--- src/rtl/bin2bcd_serial.sv ---
// Serial double-dabble binary-to-BCD converter, one bit per clock (W shifts + 1 done cycle).
// Optional leading-zero blanking mask enabled by defining BIN2BCD_BLANK_EN.
module bin2bcd_serial #(
  parameter int W      = 26,
  parameter int DIGITS = 8
) (
  input  logic                  clk,
  input  logic                  rst,
  input  logic                  in_valid,
  input  logic [W-1:0]          bin_in,
  output logic                  busy,
  output logic                  bcd_valid,
  output logic [4*DIGITS-1:0]   bcd_out,
  output logic [DIGITS-1:0]     digit_blank
);

  localparam int CW = $clog2(W+1);
  localparam int BW = 4*DIGITS;

  typedef enum logic [1:0] {IDLE, SHIFT, DONE} state_t;

  state_t          state, state_nxt;
  logic [W-1:0]    bin_sh;
  logic [BW-1:0]   bcd_sh;
  logic [BW-1:0]   bcd_adj;
  logic [CW-1:0]   cnt;
  logic            last_shift;

  assign last_shift = (cnt == CW'(W-1));
  assign busy       = (state != IDLE);

  always_ff @(posedge clk or posedge rst) begin
    if (rst) state <= IDLE;
    else     state <= state_nxt;
  end

  always_comb begin
    state_nxt = state;
    case (state)
      IDLE:    if (in_valid) state_nxt = SHIFT;
      SHIFT:   if (last_shift) state_nxt = DONE;
      DONE:    state_nxt = IDLE;
      default: state_nxt = IDLE;
    endcase
  end

  // Per-digit add-3 on the pre-shift value; 4-bit wrap is harmless for legal DIGITS.
  for (genvar g = 0; g < DIGITS; g++) begin : g_adj
    logic [3:0] d;
    assign d                = bcd_sh[4*g +: 4];
    assign bcd_adj[4*g +: 4] = (d >= 4'd5) ? d + 4'd3 : d;
  end

  always_ff @(posedge clk or posedge rst) begin
    if (rst) begin
      bin_sh    <= '0;
      bcd_sh    <= '0;
      cnt       <= '0;
      bcd_out   <= '0;
      bcd_valid <= 1'b0;
    end else begin
      bcd_valid <= 1'b0;
      case (state)
        IDLE: if (in_valid) begin
          bin_sh <= bin_in;
          bcd_sh <= '0;
          cnt    <= '0;
        end
        SHIFT: begin
          bcd_sh <= {bcd_adj[BW-2:0], bin_sh[W-1]};
          bin_sh <= {bin_sh[W-2:0], 1'b0};
          cnt    <= cnt + CW'(1);
        end
        DONE: begin
          bcd_out   <= bcd_sh;
          bcd_valid <= 1'b1;
        end
        default: ;
      endcase
    end
  end

`ifdef BIN2BCD_BLANK_EN
  logic [DIGITS-1:0] blank_nxt;

  // Blank digit i when it and every digit above it is zero; units digit always shown.
  always_comb begin
    logic zero_above;
    blank_nxt  = '0;
    zero_above = 1'b1;
    for (int i = DIGITS-1; i >= 1; i--) begin
      zero_above   = zero_above & (bcd_sh[4*i +: 4] == 4'd0);
      blank_nxt[i] = zero_above;
    end
  end

  always_ff @(posedge clk or posedge rst) begin
    if (rst)                digit_blank <= '0;
    else if (state == DONE) digit_blank <= blank_nxt;
  end
`else
  assign digit_blank = '0;
`endif

endmodule

--- config.mk ---
export PLATFORM = sky130hd
export DESIGN_NAME = bin2bcd_serial
export DESIGN_NICKNAME = d
export VERILOG_FILES = /design/src/rtl/bin2bcd_serial.sv
export SDC_FILE = /design/constraint.sdc
export NUM_CORES = 1
export LEC_CHECK = 0
export ABC_CLOCK_PERIOD_IN_PS = 3100
export BUFFER_PORTS_ARGS = -buffer_cell sky130_fd_sc_hd__buf_2
export CAP_MARGIN = 5
export CORE_MARGIN = 3
export CORE_UTILIZATION = 51
export CTS_CLUSTER_DIAMETER = 150
export DETAILED_ROUTE_END_ITERATION = 8
export GPL_ROUTABILITY_DRIVEN = 0
export GPL_TIMING_DRIVEN = 0
export PLACE_DENSITY_LB_ADDON = 0.1
export SETUP_SLACK_MARGIN = 0.15
export SYNTH_ARGS = -nofsm -noshare
export SYNTH_HDL_FRONTEND = slang
export SYNTH_SLANG_ARGS = --single-unit
export TNS_END_PERCENT = 1
--- constraint.sdc ---
create_clock -name clk -period 3.1 [get_ports clk]
set_input_delay 0.465 -clock clk [delete_from_list [all_inputs] [get_ports clk]]
set_output_delay 0.465 -clock clk [all_outputs]
set_load 0.02 [all_outputs]
After elaboration in Yosys (flattened, before gate mapping)
Index checks and enable logic that the tools add are counted.
{"block": "word_totals", "ff_bits": 98, "in_bits": 29, "output_inout_bits": 42, "elab_cells": 51}
{"block": "classes", "add_sub_neg": 9, "n_lt_le_gt_ge": 8, "n_eq_ne": 5, "muxes": 18, "n_reduce_logical": 5}
{"op": "$pmux 32 s2", "n": 1}
{"op": "$pmux 26 s2", "n": 1}
{"op": "$ge 4x3->1 const B", "n": 8}
{"op": "$mux 32", "n": 1}
{"op": "$add 4x2->4 const B", "n": 7}
{"op": "$mux 4", "n": 7}
{"op": "$mux 26", "n": 1}
{"op": "$pmux 5 s2", "n": 1}
{"op": "$add 5x1->5 const B", "n": 1}
{"op": "$eq 5x5->1 const B", "n": 1}
{"op": "$mux 5", "n": 1}
{"op": "$mux 2", "n": 2}
{"op": "$ne 2x2->1 const B", "n": 2}
{"op": "$pmux 2 s2", "n": 1}
{"op": "$reduce_and 2->1", "n": 2}
{"op": "$reduce_bool 2->1", "n": 2}
{"op": "$add 3x2->3 const B", "n": 1}
{"op": "$mux 3", "n": 1}
{"op": "$eq 2x1->1 const B", "n": 1}
{"op": "$eq 2x2->1 const B", "n": 1}
{"op": "$logic_not 2->1", "n": 1}
{"op": "$mux 1", "n": 1}

Logic depth before layout (Yosys ltp)
Gate-level depths: netlist (run 1).
{"block": "depth", "depth_word": 3, "ltp_mapped": 6, "ltp_nobuf": 6}

Worst setup path after synthesis (run 1)
OpenSTA, ideal clock, no wires.
{"block": "synth_path", "kind": "register to output", "startpoint": "register state[0]", "endpoint": "output busy", "arrival_ns": 1.111, "required_time_ns": 2.635, "setup_slack_ns": 1.524, "stages_incl_launch_ff": 4, "n_path_buf": 2, "cell_sequence": "dfrtp_1 -> buf_2 -> buf_2 -> or2_2"}
{"block": "synth_between", "elab_chain_cells": 1}
{"item": "start, declared", "line": "22", "source": "state_t state, state_nxt;"}
{"item": "start signal, assigned", "line": "34", "source": "else state <= state_nxt;"}
{"item": "$reduce_bool 2->1", "line": "30", "source": "assign busy = (state != IDLE);"}
{"item": "end, declared", "line": "11", "source": "output logic busy,"}
No other way between the ends.

Worst setup path after layout (run 1)
Ends and elaborated chain as after synthesis.

==> results of run 1 <==
final timing paths:
kind,cells past startpoint,end,slack (ps)
max,4,busy,880
max reg2reg,4,bcd_out[2],1450
max in group asynchronous,3,bcd_sh[3],2160
min reg2reg,2,bin_sh[21],490
min in group clk,3,bin_sh[0],330
min,2,bin_sh[4],260
sequential cells by signal, summed over array words and instances (netlist names):
register / cells
bcd_out: 32
bcd_sh: 32
bcd_valid: 1
bin_sh: 26
cnt: 5
state: 2
power groups by stage:
stage          Combinational [uW]  Sequential [uW]  Clock, uW
3_3_place_gp                 2090             2240          0
5_1_grt                      2430             2320        925
3_5_place_dp                 2170             2260          0
2_1_floorplan                1410             2390          0
4_1_cts                      2180             2240        875
6_report                     2160             2240        858
cells in the final DEF (no fill, tap or decap), types with 8 or more instances in the layout:
cell type   n
buf_2      79
a21oi_1    34
nand3_1    10
o22ai_1    13
a32o_1      8
ha_1       18
xnor2_1     8
nand2_1    37
o21ai_0    38
o311ai_1    8
buf_4       8
clkbuf_8   10
conb_1      8
nand2b_1   10
o31ai_1     8
and3b_1    22
dfrtp_1    98
inv_1      18
mux2_2     32
worst max-delay path: stages, from the launching register on:
cell,delay (ps)
dfrtp_1,490
buf_2,220
buf_2,200
or2_2,310
buf_2,160
per-layer routing:
| metal | part of all wire, % | up-vias |
|---|---|---|
| met5 | 0 | - |
| met4 | 1.4 | 0 |
| met3 | 4.2 | 14 |
| met2 | 45 | 76 |
| met1 | 49 | 1698 |
| li1 | - | 1669 |
final cells by class:
| type | instances | area [um^2] | area share, % |
|---|---|---|---|
| clock inverter | 5 | 61.3 | 1.13 |
| timing repair buffer | 64 | 358 | 6.62 |
| buffer | 34 | 201 | 3.73 |
| sequential | 98 | 2450 | 45.4 |
| multi-input combinational | 281 | 1980 | 36.6 |
| tap | 108 | 135 | 2.50 |
| inverter | 19 | 75.1 | 1.39 |
| clock buffer | 11 | 141 | 2.62 |
per-stage QoR:
step | area [um^2] | setup WS (ps)
2_1_floorplan | 4710 | 1470
3_3_place_gp | 5150 | 811
3_5_place_dp | 5200 | 1280
4_1_cts | 5400 | 863
5_1_grt | 5400 | 807
6_report | 5400 | 876
cell families (layout without fill, tap and decap cells):
| group | count (synthesis) | in the layout |
|---|---|---|
| AOI/OAI and AO/OA | 117 | 117 |
| xor gates and xnor gates | 11 | 11 |
| adders and majority gates | 18 | 18 |
| buffers and inverters | 53 | 133 |
| DFF | 98 | 98 |
| muxes | 32 | 32 |
| other | 1 | 8 |
| and+or+nand+nor | 95 | 95 |
==> results.md, run 1 <==
* Status: completed
* Hold Path Class: input port to asynchronous set/reset pin
* PwrDens at roughly 970 mW/mm^2
* Num CTS Buffers at 9
* WP data required at between 2000 and 3000 ps
* Layer with the highest usage: met2
* Dpl hpwl at about 6800 um
* DR WL/cell at ~16 um
* CTS tree: yes
* Synth top area share at a little over half
* Switching share of total power at 39.3%
* DRT iter0 DRCs at 176
* Die area at approximately 0.010 mm^2
* Synth top cells by count: dfrtp_1, o21ai_0, nand2_1, a21oi_1, mux2_2
* F_max at 450 MHz
* Max Cap Viol at 0
* Tcrit/Tclk final at ~70%
* Total net switching power at 2070 uW
* Clk pwr share at between 15 and 20%
* Clock transition at the registers of the reported paths at approximately 100 ps
* Synth Area in Simple Gates at roughly an eighth
* Worst setup startpoint: state[0]
* Row count at 34
* Core area at roughly 0.0088 mm^2
* Compound-Gate Fraction of Synth Area at ~15%
* Critical path launch point type: flop
* Grt ovf at 0
* Area Growth Syn to Fin at 15.5%
* Post_cts resized at 0
* Area share of xor/xnor cells in the synthesized design at a little over 2%
* Post-Synth Adder-Cell Area at between 4 and 5%
* Met1 Use GR at between 20% and 30%
* Max-slew headroom at 40.3%
* Port-buffer cells at slightly above 60
* Count leader, synth: dfrtp_1
* Asr flop ratio synth at 100%
* Max clock buf depth at 2
* Crit Path Max Fanout at 10
* Root Driver: clkbuf_8
* Worst VDD drop at between 0.4 and 0.5 mV
* Synth warn at 0
* Mapped Cells at between 400 and 500
* Overall Power at approximately 5300 uW
* Vias in the first global route at between 3000 and 4000
* Post-CTS Hold Buffers at 0
* Final net count at 554
* Sequential-to-total area share from yosys stat at about 52%
* Initial antenna violation count at 0
* Largest net degree at the start of global routing at 39
* Final setup viols at 0
* Cell-internal power at ~3200 uW
* Setup tns final at 0 ps
* Io pins at just over 70
* Worst skew pair latency at ~370 ps
* Starting Density at between 50% and 60%
* Final wirelength at a little under 10000 um
* H-tree depth at 3
* Via Count at approximately 3500
* Post-Syn Area at between 0.004 and 0.005 mm^2
* Final Util at 61.4%
* Period minus WS final at roughly 2200 ps
* Unrepaired setup endpoints after global routing: false
* Antenna diodes at 0
* Non-Filler Instances at 620
* Post-DRT Antenna Nets at 0
* Pin slew with the least headroom to its limit at ~890 ps
* EDFF count, synth at 0
* Overall global routing resource usage at between 15 and 20%
* WHS at 263 ps
* Met2 GRT Util at slightly below 30%
* Fin. Hold Viols at 0
* Yosys top cell by area: dfrtp_1
* Post-synthesis mux area share at about 7.7%
* Mapped Avg Cell Area at approximately 11 um^2
* # Post-CTS Setup Buffers at 0
* DRC viols at 0
* Yosys cell types at 34
* Met3 GRT Util at 4.06%
* Final Max Tran Viols at 0
* Leak at between 0.002 and 0.003 uW
* TritonCTS sink count at around 100
* Layout cells sized above 1 at about 28%
* Leading cell types by total area after synthesis: dfrtp_1, mux2_2, ha_1, and3b_1, o21ai_0
* Die Y at slightly above 100 um
* Cells after DPL at approximately 600
* Critical path class: flop to output pin
* Register bit count reported by yosys at approximately 100
* First-pass GRT wire length at roughly 16000 um
* Register share of total power at 42.6%
* Main combinational cell family by area after synthesis: compound AO/OA/AOI/OAI gates
* Worst setup EP type: output pin
* R2R Path Start: state[0]
* Vias per Instance at 5.58
* Pre-Repair DR Iteration Count at 4
* Die W at 102 um
* Skew final at between 15 and 20 ps
* # fillers at 770
* Prevailing post-synth register cell: dfrtp_1
* Part of the power in combinational logic at approximately 41%
* CP arrival at between 1500 and 2000 ps
Note: power is estimated with default switching activity, not from simulation.
==> run 2, diff against run 1 <==
--- a/config.mk
+++ b/config.mk
@@ -5,7 +5,7 @@
 export SDC_FILE = /design/constraint.sdc
 export NUM_CORES = 1
 export LEC_CHECK = 0
-export ABC_CLOCK_PERIOD_IN_PS = 3100
+export ABC_CLOCK_PERIOD_IN_PS = 1840
 export BUFFER_PORTS_ARGS = -buffer_cell sky130_fd_sc_hd__buf_2
 export CAP_MARGIN = 5
 export CORE_MARGIN = 3
==> constraint.sdc (replaced) <==
create_clock -name clk -period 1.84 [get_ports clk]
set_input_delay 0.276 -clock clk [delete_from_list [all_inputs] [get_ports clk]]
set_output_delay 0.276 -clock clk [all_outputs]
set_load 0.02 [all_outputs]
==> results.md, run 2 (synthesis results as in run 1) <==
* Num CTS Buffers at 9
* Vias in the first global route at about 3400
* Unrepaired setup endpoints after global routing: true
* Initial antenna violation count at 0
* Pre-CTS setup slack at between 150 and 200 ps
* Area Growth Syn to Fin at 17.3%
* Pin slew with the least headroom to its limit at between 800 and 900 ps
* Largest net degree at the start of global routing at 39
* Layout cells sized above 1 at 28.8%
* Max-slew headroom at 40.2%
* Clock transition at the registers of the reported paths at about 100 ps
* Critical path launch point type: flop
* Dpl hpwl at 6810 um
* Cells along the critical path: buf_6 > buf_8 > or2_4 > buf_6
* Root Driver: clkbuf_8
* H-tree depth at 3
* Antenna diodes at 0
* TritonCTS sink count at just under 100
* Crit Path Max Fanout at 7
* Leak at 0.00263 uW
* Post-DP Area at a little over 0.005 mm^2
* Starting Density at 53.1%
* Period minus WS final at between 1500 and 2000 ps
* Skew final at 19.0 ps
* Highest-count cells in the layout ignoring fill and taps: dfrtp_1, buf_2, o21ai_0
* Buf+Inv Stages, Crit Path at 3
* Core area at just under 0.009 mm^2
* Final net count at 559
* First-pass GRT wire length at 16300 um
* Critical path class: flop to output pin
* Cell family with most CP delay: flip-flops
* Final worst slack at 169 ps
* Hold Path Class: input port to asynchronous set/reset pin
* DRT iter0 DRCs at 148
* CP arrival at approximately 1400 ps
* Critical path's most frequent cell: buf_6
* Max clock buf depth at 2
* Slowest CP cell: dfrtp_2
* Port-buffer cells at 62
* DR WL/cell at around 16 um
* Overall Power at approximately 9000 uW
* Die Y at about 100 um
* Fin. Hold Viols at 0
* Worst skew pair latency at approximately 370 ps
* Via Count at roughly 3500
* Die area at roughly 0.010 mm^2
* Tcrit/Tclk final at 90.8%
* Grt ovf at 0
* Top Registers: bcd_out x32, bcd_sh x32, bin_sh x26
* Overall global routing resource usage at 19.9%
* Max Cap Viol at 0
* Final Max Tran Viols at 0
* WHS at around 76 ps
* CTS tree: yes
* Commonest non-fill, non-tap cell in the layout: dfrtp_1
* Row count at 34
* Worst VDD drop at about 0.83 mV
* F_max at 598 MHz
* Vias per Instance at between 5 and 6
* Die W at between 100 and 150 um
* Final wirelength at roughly 9800 um
* Io pins at 71
* DRC viols at 0
* Pre-Repair DR Iteration Count at 4
* Post-route cell area at ~0.0055 mm^2
* WP data required at ~1600 ps
* Worst setup EP type: output pin
* Final setup viols at 0
* Post-DRT Antenna Nets at 0
* Max stage delay on crit path at about 430 ps
* PwrDens at 1630 mW/mm^2
* Status: completed
-- run 2: cell types whose count changed in the layout (fill, tap and decap cells not counted), sizes merged --
| cell | change |
|---|---|
| buf | +2 |
| clkbuf | +3 |
-- run 2: timing repair --
item | 4_1_cts | 5_1_grt
buffers inserted | 2 | 3
gates resized for setup | 9 | 9
hold buffers | 0 | 0
pin swaps | 0 | 1
setup endpoints to repair | 1 | 42
gates cloned | 0 | 0
-- run 2: layout make-up --
class	instances	area, um^2
buffer	34	236
clock buffer	11	141
clock inverter	5	61.3
fill	755	3320
inverter	19	75.1
multi-input combinational	281	1980
sequential	98	2450
tap	108	135
timing repair buffer	69	402
-- run 2: worst paths after layout --
kind	start	to	slack, ps	cells past startpoint
max in group asynchronous	rst	bcd_sh[3]	1080	3
worst max-delay path	state[0]	busy	170	4
worst min register to register	bin_sh[21]	bin_sh[21]	490	2
worst min-delay path	rst	bin_sh[4]	80	2
min in group clk	bin_in[0]	bin_sh[0]	140	3
worst max register to register	state[0]	bcd_sh[29]	180	6
-- run 2: metal layers --
| layer | up-vias | share of wire, % | GRT usage (%) |
|---|---|---|---|
| met5 | - | 0 | 0 |
| met4 | 0 | 1.5 | 6.54 |
| met3 | 17 | 3.8 | 4.06 |
| met2 | 75 | 46 | 30.2 |
| met1 | 1699 | 49 | 28.6 |
| li1 | 1678 | - | - |
-- run 2: stage by stage --
stage | TNS (ps) | utilization [%] | std cells
6_report | 0 | 62.3 | 625
5_1_grt | 0 | 62.3 | 625
4_1_cts | 0 | 61.8 | 622
3_5_place_dp | 0 | 59.1 | 604
3_3_place_gp | -24870 | 58.5 | 602
2_1_floorplan | 0 | - | 432
-- run 2: worst register-to-register path, cell delays in order, from the launching register on --
cell,delay [ps]
dfrtp_2,430
buf_4,170
nand2b_1,60
buf_2,220
buf_2,290
clkbuf_4,280
o22ai_1,100
-- run 2: where the power goes --
group / internal [uW] / switching (uW) / leakage [uW]
Sequential: 3090 / 674 / 0.00124
Combinational: 1700 / 2050 / 0.00130
Clock: 672 / 771 / 0.0000922
Total: 5450 / 3500 / 0.00263
